File: config.mk
export PLATFORM = sky130hd
export DESIGN_NAME = regfile_2r1w_bypass
export DESIGN_NICKNAME = d
export VERILOG_FILES = /design/src/rtl/regfile_2r1w_bypass.sv
export SDC_FILE = /design/constraint.sdc
export NUM_CORES = 1
export LEC_CHECK = 0
export BUFFER_PORTS_ARGS = -buffer_cell sky130_fd_sc_hd__clkbuf_2
export CAP_MARGIN = 20
export CORE_ASPECT_RATIO = 0.5
export CORE_MARGIN = 4
export CORE_UTILIZATION = 50
export DETAILED_ROUTE_END_ITERATION = 8
export PLACE_DENSITY = 0.66
export SYNTH_ARGS = -nofsm -noshare
export SYNTH_HDL_FRONTEND = slang
export SYNTH_SLANG_ARGS = --single-unit
File: constraint.sdc
create_clock -name clk -period 5.2 [get_ports clk]
set_input_delay 0.26 -clock clk [delete_from_list [all_inputs] [get_ports clk]]
set_output_delay 0.26 -clock clk [all_outputs]
set_load 0.02 [all_outputs]
File: src/rtl/regfile_2r1w_bypass.sv
`default_nettype none
// ============================================================================
// Module   : regfile_2r1w_bypass
// Brief    : 2-read/1-write register file with write-to-read bypass,
//            registered stall-held reads, optional zero register and
//            post-reset init sweep (entry i <= i).
// Revision : 1.0
// ============================================================================
module regfile_2r1w_bypass #(
  parameter int DATA_W   = 32,
  parameter int ADDR_W   = 5,
  parameter int ZERO_REG = 1,
  parameter int INIT_EN  = 1
) (
  input  logic              clk,
  input  logic              rst,
  input  logic [ADDR_W-1:0] IF_ID_Rs,
  input  logic [ADDR_W-1:0] IF_ID_Rt,
  input  logic              Stall,
  input  logic              RegWrite,
  input  logic [ADDR_W-1:0] WB_DstReg,
  input  logic [DATA_W-1:0] WB_Data,
  output logic [DATA_W-1:0] ReadData1,
  output logic [DATA_W-1:0] ReadData2,
  output logic              Ready
);

  localparam int C_DEPTH = 2 ** ADDR_W;
  localparam logic [ADDR_W-1:0] C_LAST = ADDR_W'(C_DEPTH - 1);

  typedef enum logic [0:0] {
    S_INIT = 1'b0,
    S_RUN  = 1'b1
  } state_t;

  state_t              state_q, state_d;
  logic [ADDR_W-1:0]   init_ptr_q, init_ptr_d;
  logic [DATA_W-1:0]   rd1_q, rd1_d;
  logic [DATA_W-1:0]   rd2_q, rd2_d;
  logic [DATA_W-1:0]   mem_q [C_DEPTH];

  logic                w_we;
  logic [ADDR_W-1:0]   w_waddr;
  logic [DATA_W-1:0]   w_wdata;
  logic                w_run_we;
  logic [DATA_W-1:0]   w_rd1_val;
  logic [DATA_W-1:0]   w_rd2_val;

  // A RUN write to entry 0 is dropped entirely when it is hardwired to zero.
  assign w_run_we = RegWrite && !((ZERO_REG != 0) && (WB_DstReg == '0));

  always_comb begin
    w_rd1_val = mem_q[IF_ID_Rs];
    if ((ZERO_REG != 0) && (IF_ID_Rs == '0))
      w_rd1_val = '0;
    else if (w_run_we && (WB_DstReg == IF_ID_Rs))
      w_rd1_val = WB_Data;

    w_rd2_val = mem_q[IF_ID_Rt];
    if ((ZERO_REG != 0) && (IF_ID_Rt == '0))
      w_rd2_val = '0;
    else if (w_run_we && (WB_DstReg == IF_ID_Rt))
      w_rd2_val = WB_Data;
  end

  always_comb begin
    state_d    = state_q;
    init_ptr_d = init_ptr_q;
    rd1_d      = rd1_q;
    rd2_d      = rd2_q;
    w_we       = 1'b0;
    w_waddr    = WB_DstReg;
    w_wdata    = WB_Data;
    case (state_q)
      S_INIT: begin
        if (INIT_EN != 0) begin
          w_we       = 1'b1;
          w_waddr    = init_ptr_q;
          w_wdata    = DATA_W'(init_ptr_q);
          init_ptr_d = init_ptr_q + 1'b1;
          if (init_ptr_q == C_LAST)
            state_d = S_RUN;
        end else begin
          state_d = S_RUN;
        end
      end
      S_RUN: begin
        w_we = w_run_we;
        if (!Stall) begin
          rd1_d = w_rd1_val;
          rd2_d = w_rd2_val;
        end
      end
      default: state_d = S_INIT;
    endcase
    // No array write may land on an edge that sees reset asserted.
    if (rst)
      w_we = 1'b0;
  end

  always_ff @(posedge clk or posedge rst) begin
    if (rst) begin
      state_q    <= S_INIT;
      init_ptr_q <= '0;
      rd1_q      <= '0;
      rd2_q      <= '0;
    end else begin
      state_q    <= state_d;
      init_ptr_q <= init_ptr_d;
      rd1_q      <= rd1_d;
      rd2_q      <= rd2_d;
    end
  end

  always_ff @(posedge clk) begin
    if (w_we)
      mem_q[w_waddr] <= w_wdata;
  end

  assign ReadData1 = rd1_q;
  assign ReadData2 = rd2_q;
  assign Ready     = (state_q == S_RUN);

endmodule
`default_nettype wire
* Word level (Yosys, flattened, before mapping)
Memories as Yosys holds them, arrays and structs flattened.
Cells that the tools add are included.
** Storage, ports and cells
- Memory bits (writable) :: 1024
- Register bits :: 70
- Output and inout bits :: 65
- Memories :: 1
** Cells by class
- Bitwise logic cells :: 2
- Multiplexer cells :: 12
- Equal/unequal tests :: 3
- Reduce and logical (&&, ||, !) cells :: 8
- Add/subtract/negate cells :: 1
** Memories
- mem_q :: depth 32, bits a word 32, rd ports 2, clocked after Yosys merged registers in 0, write ports 1, line 40 : logic [DATA_W-1:0] mem_q [C_DEPTH];
** Operator list (number)
- two-way mux 32 bit :: 5
- logical NOT 5 bit :: 3
- equality test 5 bit :: 2
- adder 5 x 1 -> 5 bit, second input constant :: 1
- equality test 5 bit, second input constant :: 1
- two-way mux 1 bit :: 5
- two-way mux 5 bit :: 1
- logical AND 1 bit :: 3
- inverter 1 bit :: 2
- case mux 1 bit (2 select lines) :: 1
- AND reduction 2 bit :: 1
- logical NOT 1 bit :: 1

* Logic depth before layout (Yosys ltp)
Gate-level depths: netlist of the first run.
- Depth in word-level cells :: 7
- Mapped depth :: 9

* Worst setup path after synthesis of the first run
No wires, ideal clock.
- Path kind :: in2reg
- From :: in rst
- To :: mem mem_q[0][0], enable pin
- Buffers on the path :: 0
- Library setup time :: 421 ps
- Data arrival time :: 3652 ps
- Slack :: 1127 ps
- Stages :: 4
- Path through :: inv_1 and3_1 nand2_1 nor2_1
** Between the ends
- Longest elaborated chain between the ends :: 3
** Ends and longest elaborated chain
- from (decl) :: line 16 : input logic rst,
- two-way mux 1 bit :: line 97 : if (rst)
- two-way mux 1 bit :: line 116 : if (w_we)
- two-way mux 1 bit (not written as such) :: line 117 : mem_q[w_waddr] <= w_wdata;
- to (decl) :: line 40
Every way passes these cells.

* Worst setup path in the final report of the first run
- From :: reg state_q, in the netlist Ready
- To :: mem mem_q[14][2], enable pin
** Between the ends
- Longest elaborated chain between the ends :: 5
- Elaborated cells on any way between the ends :: 6
** Ends and longest elaborated chain
- from (decl) :: line 36 : state_t state_q, state_d;
- from (signal assigned) :: line 108 : state_q <= state_d;
- inverter 1 bit
- case mux 1 bit (2 select lines) :: line 74 : case (state_q)
- two-way mux 1 bit :: line 97
- two-way mux 1 bit :: line 116
- two-way mux 1 bit (not written as such) :: line 117
Several ways; a longest one is shown, not always the timed one.

==> results of run 1 <==
[power groups by stage]
stage	Sequential [mW]	Clock, mW	Combinational, mW
5_1_grt	9.82	7.80	1.90
6_report	9.82	7.34	1.81
2_1_floorplan	10.0	0	1.01
4_1_cts	9.82	7.41	1.77
3_5_place_dp	10.0	0	1.75
3_3_place_gp	10.0	0	1.71
[final cells by class]
| type | instances | area [um2] |
|---|---|---|
| repair buffers | 257 | 2300 |
| inverters | 5 | 23.8 |
| clock buffers | 136 | 2700 |
| fillers | 7454 | 43200 |
| multi-input cells | 1526 | 17500 |
| flip-flops and latches | 1094 | 32500 |
| well taps | 1344 | 1680 |
| clock inverters | 47 | 493 |
| diodes | 1 | 2.50 |
[registers in the layout, indices dropped and copies added (netlist names)]
name / flops
Ready: 1
ReadData2: 32
ReadData1: 32
init_ptr_q: 5
mem_q: 1024
[per-layer routing]
metal | GRT usage | share of wire
met1 | 0.435 | 0.40
met2 | 0.419 | 0.43
met3 | 0.0902 | 0.14
met4 | 0.0907 | 0.031
met5 | 0 | 0.00028
[cells in the mapped netlist, types with 35 or more instances]
library cell  number
a221oi_1          64
a22oi_1          128
edfxtp_1        1024
o21ai_0           96
mux4_2           448
mux2i_1          129
dfrtp_1           70
nor2_1            38
buf_2             56
o211ai_1          63
nand2_1          183
a21oi_1           66
mux2_2            35
nand3_1          102
clkbuf_1         138
[worst paths after layout]
check | to | slack [ns] | depth (start not counted) | from
max in group asynchronous | ReadData2[15] | 3.75 | 4 | rst
max reg2reg | mem_q[14][2] | 1.43 | 6 | Ready
min in group clk | ReadData1[31] | 0.26 | 4 | IF_ID_Rs[3]
min | ReadData2[30] | 0.20 | 3 | rst
max | mem_q[14][2] | 1.43 | 6 | Ready
min reg2reg | init_ptr_q[2] | 0.54 | 1 | init_ptr_q[2]
[worst register-to-register path, stage by stage, from the launching register on]
cell and delay [ns]:
dfrtp_2 0.60, buf_4 0.52, nand2_1 0.16, a21oi_1 0.22, nand2_1 0.48, nor2_4 1.01, buf_4 0.42
[per-stage QoR]
stage | setup WS, ns | utilization | instances | instance area (um2) | total power, mW
after floorplan | 1.13 | - | 2860 | 50700 | 11.1
after global placement | 1.69 | 0.529 | 4167 | 53100 | 11.7
after detailed placement | 1.60 | 0.532 | 4180 | 53400 | 11.8
after CTS | 1.56 | 0.567 | 4396 | 56900 | 19.0
after global routing | 1.28 | 0.570 | 4410 | 57200 | 19.5
final | 1.43 | 0.570 | 4410 | 57200 | 19.0
[logic make-up (layout without fill, tap and decap cells)]
group,Yosys count,in the layout
buf+inv,240,445
compound gates,457,457
flops,1094,1094
other cells,0,1
mux,612,612
xor+xnor,13,13
fa+ha+maj,2,2
simple gates,442,442
==> impl_results.md, run 1 <==
* Post-route ant nets at 0
* Register share of total power at 0.518
* Period minus WS final at around 3.8 ns
* Clock buffer count from CTS at 98
* Area share of the leading cell type in the synthesized netlist at 0.606
* Worst skew pair latency at 0.71 ns
* Slew at the pin closest to its max-slew limit at 1.24 ns
* Simple-gate share of the synthesized area at 0.0414
* Buffers added on ports at 115
* Mean Syn Cell Area at roughly 18 um2
* Gr usage total at 0.293
* Layout cells sized above 1 at 0.293
* Ys async rst share at 0.0640
* Setup Total Neg Slack at 0 ns
* Most common cell after layout, fill and taps aside: edfxtp_1
* DRC at 0
* Main combinational cell family by area after synthesis: multiplexers
* Yosys cell types at 45
* Post-synthesis mux area share at 0.232
* Hold/Removal Path Class: primary input to async pin
* Hold_buf cts at 33
* First-pass GRT wire length at 225,000 um
* Seq/Total Area, Yosys at 0.640
* CP Class: flip-flop to flip-flop
* RSZ-0062 raised after global routing: no
* Clk buf depth at 3
* Vias in the first global route at 31,200
* DRC marker count from the first detailed-route iteration at approximately 5,000
* Vias per cell at 7.10
* MaxCap Viol Count at 0
* NetSw at approximately 4.6 mW
* Die area at around 0.11 mm2
* CP max-delay cell: nor2_4
* Max stage delay on crit path at 1.01 ns
* Bufs and invs on worst path at 2
* Leakage at 18.6 nW
* Post-DP HPWL at 96,000 um
* Sw frac at 0.241
* Rel. slew slack at 0.176
* CTS tree: yes
* Ys flop type: edfxtp_1
* Max Fclk at 266 MHz
* Clk pwr share at 0.387
* Crit path max-delay family: simple AND/OR/NAND/NOR gates
* Final setup vio count at 0
* Worst hold slack at 0.199 ns
* Drt first pass iters at 7
* #FFs+latches synth at 1,094
* Outcome: finished, final reports clean
* Critical path fanouts, max at 34
* Gr ovfl total at 0
* H-Tree Depth at 3
* YS warnings at 0
* Crit path cell chain: buf_4, nand2_1, a21oi_1, nand2_1, nor2_4, buf_4
* Combinational share of power at 0.095
* Worst IR Drop VDD at 0.278 mV
* CP startpoint kind: flip-flop
* Clk root buf: clkbuf_16
* Cell area after synthesis at approximately 0.051 mm2
* Mapped Cells at 2,860
* Io pins at 116
* Synth area leaders: edfxtp_1 (61%), mux4_2 (20%), dfrtp_1 (3.5%), mux2i_1 (2.5%), a22oi_1 (1.9%)
* CP Data Arrival Time at 4.13 ns
* Internal at approximately 14 mW
* Final period util at 0.724
* EDFF count, synth at 1,024
* Nets at 3,035
* Worst Setup End Kind: flip-flop
* Clk_skew at 0.0344 ns
* Most frequent cells in the layout: edfxtp_1 (1,024), mux4_2 (448), nand2_1 (183)
* Yosys top cell by area: edfxtp_1
* Routed WL at 156,000 um
* Endpoints failing hold at 0
* Area Overhead vs Synth at 12.8%
* Initial antenna violation count at 7
* Core area at approximately 0.1 mm2
* Synth Area in Compound Gates at 0.0623
* Largest net degree at the start of global routing at about 140
* Synth Area in Adders at 0.000493
* Synth Area in XOR/XNOR at 0.00224
* Max Slew Vio Count at 0
* Detailed-route via count at 31,300
* Initial core utilization at 0.505
* Post-CTS resize count at 0
* Die height at 233 um
* Syn_nets at 2,913
* Die Wd at ~460 um
* Post-CTS Setup Repair Bufs at 0
* GP Congestion at 0.879
* Critical Path RT at 5.57 ns
* Avg WL per Cell at 35.3 um
* # rows at 82
* Power density over cell area at ~330 mW/mm2
* Clock Pin Slew Worst Setup and Hold Paths at 0.07 ns
* CTS Sinks at 1,094
(Power assumes the default switching activity.)
==> run 2, diff against run 1 <==
==> constraint.sdc (replaced) <==
create_clock -name clk -period 3.6 [get_ports clk]
set_input_delay 0.18 -clock clk [delete_from_list [all_inputs] [get_ports clk]]
set_output_delay 0.18 -clock clk [all_outputs]
set_load 0.02 [all_outputs]
==> impl_results.md, run 2 (synthesis results as in run 1) <==
* Clk buf depth at 3
* Worst IR Drop VDD at between 0.3 and 0.4 mV
* Nets at 3,093
* Die area at approximately 0.11 mm2
* Final period util at 0.863
* Clk_skew at 0.0290 ns
* H-Tree Depth at 3
* Max Slew Vio Count at 0
* Gr ovfl total at 0
* Buffers added on ports at 115
* Area of the multi-input gates at between 0.015 and 0.02 mm2
* Max Fclk at 322 MHz
* Area Overhead vs Synth at 13.6%
* Vias in the first global route at 31,000
* Leakage at between 15 and 20 nW
* # rows at 82
* Layout cells sized above 1 at 0.304
* Critical Path RT at ~4.0 ns
* Clk pwr share at 0.388
* Core area at approximately 0.1 mm2
* Crit path max-delay family: simple AND/OR/NAND/NOR gates
* Hold depth at 5
* MaxCap Viol Count at 0
* CP max-delay cell: nor2_4
* Die height at 233 um
* Sequential cell area at 0.0325 mm2
* NetSw at 6.43 mW
* HP Start: IF_ID_Rs[1]
* CTS Sinks at ~1,100
* Io pins at roughly 120
* Critical path fanouts, max at 17
* Gr usage total at 0.287
* Slew at the pin closest to its max-slew limit at 1.21 ns
* Reg-to-Reg End: mem_q[18][5]
* GR peak layer: met2
* Routed WL at approximately 150,000 um
* Largest Register: mem_q
* Vias per cell at 7.01
* Bufs and invs on worst path at 3
* Die Wd at 459 um
* CP Data Arrival Time at 3.49 ns
* Met2 Use GR at 0.427
* Fin util at 0.574
* Fill count at roughly 7,400
* RSZ-0062 raised after global routing: no
* Hold/Removal Path Class: primary input to flip-flop
* Period minus WS final at 3.11 ns
* Worst hold slack at 0.0504 ns
* Post-route ant nets at 0
* Rel. slew slack at 0.196
* Clk root buf: clkbuf_16
* CP Class: flip-flop to flip-flop
* Endpoints failing hold at 0
* Max stage delay on crit path at 0.79 ns
* Sw frac at 0.234
* Clock Pin Slew Worst Setup and Hold Paths at ~0.07 ns
* Worst Setup End Kind: flip-flop
* Flop-to-flop setup slack at 0.49 ns
* M1 GR Usage at 0.424
* Initial core utilization at 0.505
* Met3 layer usage reported by global route at 0.0666
* CP startpoint kind: flip-flop
* DRC at 0
* GP Congestion at ~0.9
* Most frequent cells in the layout: edfxtp_1 (1,024), mux4_2 (448), nand2_1 (183)
* DP Cell Count at 4,244
* Register share of total power at 0.517
* Worst reg2reg path depth at 8
* Power density over cell area at 476 mW/mm2
* Initial antenna violation count at 5
* Power, Total at 27.4 mW
* Final setup vio count at 0
* Internal at ~21 mW
* Layout Cells excl Fill at between 4,000 and 5,000
* Detailed-route via count at between 30,000 and 40,000
* Avg WL per Cell at 34.3 um
* Outcome: finished, final reports clean
* Clock buffer count from CTS at 99
* Most common cell after layout, fill and taps aside: edfxtp_1
* Drt first pass iters at 6
* Post-DP HPWL at ~97,000 um
* Setup Total Neg Slack at 0 ns
* Post-CTS Setup Repair Bufs at 0
* First-pass GRT wire length at 221,000 um
* Worst reg2reg startpoint: Ready
* CTS tree: yes
* Worst skew pair latency at 0.70 ns
* Crit path cell chain: buf_4, buf_4, nand2b_1, nand2_1, nor2_1, nand2_1, nor2_4, buf_12
* DRC marker count from the first detailed-route iteration at ~4,700
* Max reg flops at between 1,000 and 1,500
* Hold Path End: ReadData1[31]
* Largest net degree at the start of global routing at between 90 and 100
* Combinational share of power at 0.095
-- run 2: changes by cell type in the layout (fill, tap and decap cells not counted), moves of 4 or more --
| cell | before | now |
|---|---|---|
| buf_12 | 15 | 32 |
| buf_16 | 13 | 5 |
| buf_4 | 72 | 127 |
| buf_8 | 15 | 7 |
| clkbuf_1 | 29 | 25 |
| clkbuf_16 | 99 | 104 |
| clkinv_1 | 17 | 26 |
| clkinvlp_4 | 5 | 1 |
-- run 2: layout make-up --
| class | count | share of cell area |
|---|---|---|
| Tap cell | 1344 | 0.0292 |
| Clock inverter | 44 | 0.00679 |
| Sequential cell | 1094 | 0.564 |
| Clock buffer | 137 | 0.0487 |
| Antenna cell | 3 | 0.000130 |
| Timing Repair Buffer | 314 | 0.0473 |
| Inverter | 5 | 0.000434 |
| Multi-Input combinational cell | 1526 | 0.304 |
-- run 2: timing repair --
action | CTS | global route
gates resized for setup | 0 | 0
hold endpoints to repair | 91 | 0
hold buffers | 33 | 0
-- run 2: power groups by stage --
| stage | logic (mW) | clock network [mW] | registers (mW) |
|---|---|---|---|
| after global placement | 2.52 | 0 | 14.4 |
| after global routing | 2.76 | 11.3 | 14.2 |
| final | 2.62 | 10.6 | 14.2 |
| after CTS | 2.59 | 10.8 | 14.2 |
| after detailed placement | 2.55 | 0 | 14.4 |
| after floorplan | 1.46 | 0 | 14.5 |
-- run 2: how the worst max path moves through the flow --
stage	start	endpoint	cells past startpoint
after floorplan	Ready	mem_q[10][0]	5
after global placement	Ready	mem_q[8][18]	5
after detailed placement	Ready	mem_q[18][2]	8
after CTS	Ready	mem_q[18][2]	8
after global routing	Ready	mem_q[18][2]	8
final	Ready	mem_q[18][5]	8
-- run 2: per-stage QoR --
| stage | worst slack (ns) | instance area (um2) |
|---|---|---|
| 4_1_cts | 0.527 | 57500 |
| 5_1_grt | 0.387 | 57700 |
| 6_report | 0.493 | 57700 |
| 2_1_floorplan | 0.388 | 50700 |
| 3_5_place_dp | 0.547 | 54000 |
| 3_3_place_gp | 0.488 | 53900 |
-- run 2: per-layer routing --
| layer | up-vias | wire (um) |
|---|---|---|
| li1 | 12500 | - |
| met1 | 16400 | 60700 |
| met2 | 2182 | 68400 |
| met3 | 321 | 19000 |
| met4 | 2 | 5300 |
| met5 | - | 13 |
-- run 2: worst reg2reg max path: cells and delay by family, from the launching register on --
kind,cells,cell delay (ns)
simple gates,5,1.51
buf+inv,3,0.76
flops,1,0.51
